**src/rtl/imem_boot_loader_pkg.sv**
```systemverilog
// Shared types and byte-lane convention for the imem boot loader.
// Byte lane 0 occupies bits 7:0 of a word (little-endian), matching the core's memory model.
package imem_boot_loader_pkg;

   typedef enum logic [2:0] {
      StHdr0,
      StHdr1,
      StData,
      StCsum,
      StRun,
      StErr
   } state_e;

   localparam int unsigned HDR_BYTES  = 2;
   localparam int unsigned WORD_BYTES = 4;
   localparam int unsigned LANE_W     = 2;

   localparam logic [LANE_W-1:0] LAST_LANE = LANE_W'(WORD_BYTES - 1);

   function automatic logic [4:0] lane_lsb(input logic [LANE_W-1:0] lane);
      return {lane, 3'b000};
   endfunction

endpackage

```
**src/rtl/imem_word_packer.sv**
```systemverilog
// Packs accepted stream bytes into little-endian 32-bit words.
// word_valid_o pulses for one cycle after the fourth byte of a word is taken.
module imem_word_packer
   import imem_boot_loader_pkg::*;
(
   input  logic        clk_i,
   input  logic        rst_i,
   input  logic        byte_valid_i,
   input  logic [7:0]  byte_data_i,
   output logic        last_lane_o,
   output logic        word_valid_o,
   output logic [31:0] word_o
);

   logic [LANE_W-1:0] lane_q;
   logic [31:0]       asm_q, asm_d;
   logic [31:0]       word_q;
   logic              word_valid_q;

   always_comb begin
      asm_d = asm_q;
      asm_d[lane_lsb(lane_q) +: 8] = byte_data_i;
   end

   always_ff @(posedge clk_i) begin
      if (rst_i) begin
         lane_q       <= '0;
         asm_q        <= '0;
         word_q       <= '0;
         word_valid_q <= 1'b0;
      end else begin
         word_valid_q <= 1'b0;
         if (byte_valid_i) begin
            lane_q <= lane_q + LANE_W'(1);
            if (lane_q == LAST_LANE) begin
               word_q       <= asm_d;
               word_valid_q <= 1'b1;
               asm_q        <= '0;
            end else begin
               asm_q <= asm_d;
            end
         end
      end
   end

   assign last_lane_o  = (lane_q == LAST_LANE);
   assign word_valid_o = word_valid_q;
   assign word_o       = word_q;

endmodule

```
**src/rtl/imem_boot_loader.sv**
```systemverilog
// Loads instruction memory from a byte stream (count, words, XOR checksum) and holds the
// core in reset until the image is verified; any error keeps the core in reset for good.
module imem_boot_loader
   import imem_boot_loader_pkg::*;
#(
   parameter int unsigned       ADDR_W    = 8,
   parameter logic [ADDR_W-1:0] BOOT_BASE = '0
) (
   input  logic              clk,
   input  logic              rst,
   input  logic              in_valid,
   input  logic [7:0]        in_data,
   output logic              in_ready,
   output logic              imem_we,
   output logic [ADDR_W-1:0] imem_addr,
   output logic [31:0]       imem_wdata,
   output logic              cpu_rst,
   output logic              load_done,
   output logic              load_err,
   output logic [ADDR_W:0]   words_loaded
);

   localparam logic [16:0]     CAPACITY = 17'(2 ** ADDR_W);
   localparam logic [ADDR_W:0] ONE_W    = (ADDR_W + 1)'(1);

   state_e          state_q, state_d;
   logic            in_ready_q, in_ready_d;
   logic [7:0]      hdr_lo_q;
   logic [ADDR_W:0] cnt_q;
   logic [7:0]      xor_q;
   logic [ADDR_W:0] words_q;

   logic            fire;
   logic [15:0]     hdr_n;
   logic            oversize;
   logic            last_word;
   logic            last_lane;
   logic            word_valid;
   logic [31:0]     word;

   assign fire      = in_valid && in_ready_q;
   assign hdr_n     = {in_data, hdr_lo_q};
   assign oversize  = {1'b0, hdr_n} > CAPACITY;
   // Previous word's write has always landed before the next word's last byte arrives.
   assign last_word = (words_q == (cnt_q - ONE_W));

   imem_word_packer u_packer (
      .clk_i        (clk),
      .rst_i        (rst),
      .byte_valid_i (fire && (state_q == StData)),
      .byte_data_i  (in_data),
      .last_lane_o  (last_lane),
      .word_valid_o (word_valid),
      .word_o       (word)
   );

   always_comb begin
      state_d = state_q;
      unique case (state_q)
         StHdr0: if (fire) state_d = StHdr1;
         StHdr1: begin
            if (fire) begin
               if (oversize)           state_d = StErr;
               else if (hdr_n == '0)   state_d = StCsum;
               else                    state_d = StData;
            end
         end
         StData: if (fire && last_lane && last_word) state_d = StCsum;
         StCsum: if (fire) state_d = (in_data == xor_q) ? StRun : StErr;
         StRun:  state_d = StRun;
         StErr:  state_d = StErr;
         default: state_d = StErr;
      endcase
      in_ready_d = (state_d != StRun) && (state_d != StErr);
   end

   always_ff @(posedge clk) begin
      if (rst) begin
         state_q    <= StHdr0;
         in_ready_q <= 1'b0;
         hdr_lo_q   <= '0;
         cnt_q      <= '0;
         xor_q      <= '0;
         words_q    <= '0;
      end else begin
         state_q    <= state_d;
         in_ready_q <= in_ready_d;
         if (fire && (state_q == StHdr0)) hdr_lo_q <= in_data;
         if (fire && (state_q == StHdr1)) cnt_q <= hdr_n[ADDR_W:0];
         if (fire && (state_q != StCsum)) xor_q <= xor_q ^ in_data;
         if (imem_we) words_q <= words_q + ONE_W;
      end
   end

   assign in_ready     = in_ready_q;
   assign imem_we      = word_valid && (state_q != StErr);
   assign imem_addr    = BOOT_BASE + words_q[ADDR_W-1:0];
   assign imem_wdata   = word;
   assign cpu_rst      = (state_q != StRun);
   assign load_done    = (state_q == StRun);
   assign load_err     = (state_q == StErr);
   assign words_loaded = words_q;

endmodule
```
**config.mk**
```make
export PLATFORM = sky130hd
export DESIGN_NAME = imem_boot_loader
export DESIGN_NICKNAME = d
export VERILOG_FILES = /design/src/rtl/imem_boot_loader_pkg.sv /design/src/rtl/imem_word_packer.sv /design/src/rtl/imem_boot_loader.sv
export SDC_FILE = /design/constraint.sdc
export NUM_CORES = 1
export LEC_CHECK = 0
export CAP_MARGIN = 20
export CORE_MARGIN = 1.5
export CORE_UTILIZATION = 37
export CTS_CLUSTER_DIAMETER = 30
export DETAILED_ROUTE_END_ITERATION = 6
export DONT_BUFFER_PORTS = 1
export PLACE_DENSITY_LB_ADDON = 0.05
export SLEW_MARGIN = 15
export SYNTH_ARGS = -nofsm -noshare
export SYNTH_HDL_FRONTEND = slang
export SYNTH_SLANG_ARGS = --single-unit
```
**constraint.sdc**
```tcl
create_clock -name clk -period 3.3 [get_ports clk]
set_input_delay 0.66 -clock clk [delete_from_list [all_inputs] [get_ports clk]]
set_output_delay 0.66 -clock clk [all_outputs]
set_load 0.02 [all_outputs]
```
## After elaboration in Yosys (flattened, before gate mapping)

Cells that the tools add are included.

| storage, ports and cells | value |
|---|---|
| bits in registers | 105 |
| input port bits | 11 |
| output and inout port bits | 54 |
| logic and storage cells | 56 |

| cells by class | value |
|---|---|
| $add $sub $neg | 4 |
| magnitude comparators | 1 |
| eq/ne operators | 13 |
| shift-type cells | 2 |
| muxes and demuxes | 11 |
| bitwise operators | 2 |
| reductions and logical operators | 13 |

Operators by type and width:

| operator | count |
|---|---|
| bitwise mux 32 bit | 1 |
| two-way mux 32 bit | 1 |
| variable shift 8 x 7 -> 32 bit, first input constant | 1 |
| variable part select 8 x 7 -> 32 bit | 1 |
| > comparator 16 x 9 -> 1 bit, second input constant | 1 |
| logical NOT 16 bit | 1 |
| two-way mux 3 bit | 5 |
| case mux 3 bit (5 select lines) | 1 |
| != test 3 bit, second input constant | 4 |
| adder 9 x 1 -> 9 bit, second input constant | 1 |
| == test 9 bit | 1 |
| logical AND 1 bit | 9 |
| subtractor 9 x 1 -> 9 bit, second input constant | 1 |
| == test 8 bit | 1 |
| bitwise XOR 8 bit | 1 |
| negation 5 -> 7 bit | 1 |
| == test 3 x 2 -> 1 bit, second input constant | 2 |
| == test 3 bit, second input constant | 2 |
| == test 3 x 1 -> 1 bit, second input constant | 1 |
| logical NOT 3 bit | 1 |
| two-way mux 1 bit | 3 |
| != test 3 x 2 -> 1 bit, second input constant | 1 |
| adder 2 x 1 -> 2 bit, second input constant | 1 |
| == test 2 bit, second input constant | 1 |
| other kinds (3) | 3 |

## Depth between registers and ports, before layout

| depth | value |
|---|---|
| word-level depth | 7 |
| mapped depth | 8 |
| gate-level depth less buffers | 7 |

## Hierarchy

Synthesis repeated with hierarchy kept, for this count alone.

| second synthesis, totals | value |
|---|---|
| cells, all modules | 549 |
| area, all modules | 4824.6 µm² |

Modules (own cells, without submodules):

| module | instances | cells an instance | area each (µm²) | seq. area each (µm²) |
|---|---|---|---|---|
| imem_word_packer | 1 | 302 | 2791.4 | 1341.3 |
| imem_boot_loader | 1 | 247 | 2033.2 | 760.7 |

## Worst setup path before layout

Ideal clock, no wire load.

| timing | value |
|---|---|
| kind | input port to flip-flop |
| start point | input in_data[3] |
| end point | register state_q[0] |
| setup time | 128 ps |
| data arrival time | 1843 ps |
| required time | 3172 ps |
| path slack | 1330 ps |
| cell stages on the path | 6 |
| path buffers | 1 |
| path through | clkbuf_1 > or4_1 > nor3_1 > nand4_1 > a21oi_1 > o2bb2ai_1 |

| on the way | value |
|---|---|
| cells in the longest elaborated chain, start to end | 5 |
| elaborated cells on any way between the ends | 9 |
| those cells by class | 1 x order compare; 1 x eq/ne; 6 x mux; 1 x reduce/logical |

RTL lines:

| what | line | RTL |
|---|---|---|
| start, declared | imem_boot_loader.sv:12 | `input logic [7:0] in_data,` |
| branches (longest 4 deep; another with > comparator 16 x 9 -> 1 bit) | - |  |
| case mux 3 bit (5 select lines) * | imem_boot_loader.sv:59 | `unique case (state_q)` |
| end signal, assigned | imem_boot_loader.sv:79 | `state_q <= StHdr0;` |
| end signal, assigned | imem_boot_loader.sv:86 | `state_q <= state_d;` |
| end, declared | imem_boot_loader.sv:26 | `state_e state_q, state_d;` |

Mark *: on every way between the ends.
A chain may end at the register's enable or synchronous reset.

## Worst setup path in the final report

| timing | value |
|---|---|
| start point | register state_q[1] |
| end point | output imem_we |

| on the way | value |
|---|---|
| cells in the longest elaborated chain, start to end | 2 |

RTL lines:

| what | line | RTL |
|---|---|---|
| != test 3 bit | imem_boot_loader.sv:96 | `assign imem_we = word_valid && (state_q != StErr);` |
| logical AND 1 bit | imem_boot_loader.sv:96 |  |
| end, declared | imem_boot_loader.sv:14 | `output logic imem_we,` |

Every way passes these cells.

==> results.py <==
metrics = {
    "floorplan": {
        "dieHeight_um": 117,
        "rows": 41,
        "io_pins": 65,
        "initial_core_util": 0.379,
        "die_x_um": 117,
        "dieArea_um2": 13600,
        "core_um2": 12600,
    },
    "final_layout": {
        "nFillCells": 1317,
        "multi_input_area_um2": 2420,
        "stdcell_count": 729,
        "drive_above_1_share": 0.0539,
        "regArea_um2": 2100,
        "stdcell_area_um2": 5150,
        "final_cell_mix": "dfxtp_1, nor2_1, a21oi_1",
        "mostFrequentLayoutCell": "dfxtp_1",
        "diodes": 0,
        "fin_nets": 571,
        "syn_to_final_growth_pct": 7.58,
    },
    "hold_path": {
        "hp-start": "rst",
        "hp-class": "input pin to register",
    },
    "pwr": {
        "vdd_drop_max_mv": 0.282,
        "p_leak_nw": 1.79,
        "power.density_nw_per_um2": 481,
    },
    "global_routing": {
        "antenna_found_initial": 0,
        "grt_use_total": 0.181,
        "grt_pass1_wl_um": 18700,
        "grt_max_degree": 107,
        "overflow": 0,
        "grt_pass1_vias": 3491,
    },
    "logic_synthesis": {
        "ys_seq_area_frac": 0.439,
        "ys_seq_elements": 105,
        "synth-main-ff-cell": "dfxtp_1",
        "synth-edff-count": 0,
        "synthArstFlopShare": 0,
        "yosysWarnings": 0,
        "syn_nets": 604,
        "avgSynthCellArea_um2": 8.18,
        "synthCells": 585,
        "syn-cell-area_um2": 4790,
        "synth_cell_type_count": 45,
    },
    "sta": {
        "fmax_mhz": 439,
        "rsz0062_at_grt": "no",
        "skew_ns": 0.00826,
        "tns_ns": 0,
        "hold_violations": 0,
        "setup_viol": 0,
        "finalMaxSlewViolations": 0,
        "tightest_slew_ns": 0.766,
        "relSlewSlack": 0.487,
        "period_minus_slack_ns": 2.28,
        "min_period_over_period": 0.691,
    },
    "route": {
        "wl_um": 11800,
        "drt-pass1-iter-count": 4,
        "dr_total_vias": 3836,
        "wl_per_cell_um": 16.1,
        "drt_iter0_markers": 279,
        "viasPerCell": 5.26,
        "drc_errors": 0,
        "antenna_left": 0,
    },
    "cts": {
        "clk_path_buf_depth": 2,
        "post-cts-setup-buffers": 0,
        "cts_sinks": 105,
        "clk_latency_ns": 0.36,
        "cts_buffers": 9,
        "cts_htree_levels": 3,
        "clkTransAtPathRegs_ns": 0.07,
        "cts_tree": "yes",
        "post_cts_resized": 0,
        "cts_root_buf": "clkbuf_16",
        "postCtsHoldBufs": 0,
    },
    "worst_setup_path": {
        "start_kind": "register",
        "critPathCaptureType": "output port",
        "rr_startpoint": "in_ready",
        "cp.arrival_ns": 1.62,
        "cp.required_ns": 2.64,
        "crit_type": "register to output port",
        "cp_max_fo": 11,
        "worst_setup_path_startpoint": "state_q[1]",
    },
    "run": {
        "drv_cap": 0,
    },
    "place": {
        "port_buffers": 0,
        "hpwlAfterDp_um": 7470,
        "postPlaceCellArea_um2": 4840,
        "gp_congestion": 0.743,
        "place_inst": 713,
    },
    "run_status": {
        "outcome": "complete, no violations",
    },
}
==> metrics by stage <==
stage	total power [W]	setup slack (ns)	util	hold slack (ns)
2_1_floorplan	0.00141	1.33	-	0.443
3_3_place_gp	0.00139	1.05	0.384	0.458
3_5_place_dp	0.00140	0.935	0.384	0.458
4_1_cts	0.00251	0.991	0.408	0.361
5_1_grt	0.00257	0.771	0.408	0.358
6_report	0.00247	1.02	0.408	0.371
==> report_power, final <==
group	total [W]	internal, W	switching [W]	leakage (nW)
logic	0.0000701	0.0000312	0.0000390	0.782
clock network	0.00111	0.000627	0.000481	0.155
registers	0.00130	0.00128	0.0000150	0.848
==> cell type report <==
class,instances,area share
clock inverters,5,0.0104
well taps,172,0.0418
multi-input cells,417,0.469
clock buffers,11,0.0491
inverters,9,0.00656
flip-flops and latches,105,0.408
repair buffers,10,0.0146
==> cells in the mapped netlist, drive strengths merged (6+ instances only) <==
library cell | n | share of area
dfxtp | 105 | 0.44
nor2 | 101 | 0.080
a21oi | 69 | 0.072
clkbuf | 36 | 0.028
nand2 | 35 | 0.027
nor3 | 35 | 0.037
a211oi | 29 | 0.045
nor2b | 28 | 0.037
xor2 | 24 | 0.044
buf | 18 | 0.022
mux2i | 11 | 0.023
xnor2 | 11 | 0.020
nand3 | 10 | 0.010
ha | 8 | 0.021
inv | 8 | 0.0063
or4 | 6 | 0.010
==> path summary, 6_finish.rpt <==
check / cells after the start / endpoint / slack [ns]
max: 2 / imem_we / 1.02
min: 1 / words_loaded[0] / 0.37
max reg2reg: 5 / state_q[0] / 1.04
min reg2reg: 2 / hdr_lo_q[2] / 0.47
==> metal layers <==
layer | global-route usage | up-vias | part of all wire | routed length, um
li1 | - | 1933 | - | -
met2 | 0.286 | 62 | 0.47 | 5540
met1 | 0.242 | 1833 | 0.47 | 5530
met5 | 0 | - | 0 | 0
met4 | 0.0450 | 0 | 0.011 | 124
met3 | 0.0540 | 8 | 0.048 | 563
==> worst max-delay path: stages (launching register included) <==
cell and delay [ns]:
dfxtp_1 0.56, nand3b_1 0.25, and2_1 0.46
==> state kept, by name, indices dropped and copies added (netlist names) <==
| signal | flops |
|---|---|
| u_packer.word_o | 32 |
| xor_q | 8 |
| u_packer.asm_q | 32 |
| in_ready | 1 |
| u_packer.lane_q | 2 |
| u_packer.word_valid_o | 1 |
| state_q | 3 |
| words_loaded | 9 |
| hdr_lo_q | 8 |
| cnt_q | 9 |
==> cells by family after synthesis <==
group                    share of synthesized area
AO/OA/AOI/OAI                                0.148
buffers and inverters                       0.0570
AND/OR/NAND/NOR                              0.247
multiplexers                                0.0230
XOR/XNOR                                    0.0641
adder cells (fa/ha/maj)                     0.0209
flip-flops                                   0.439
Note: power is estimated with default switching activity, not from simulation.
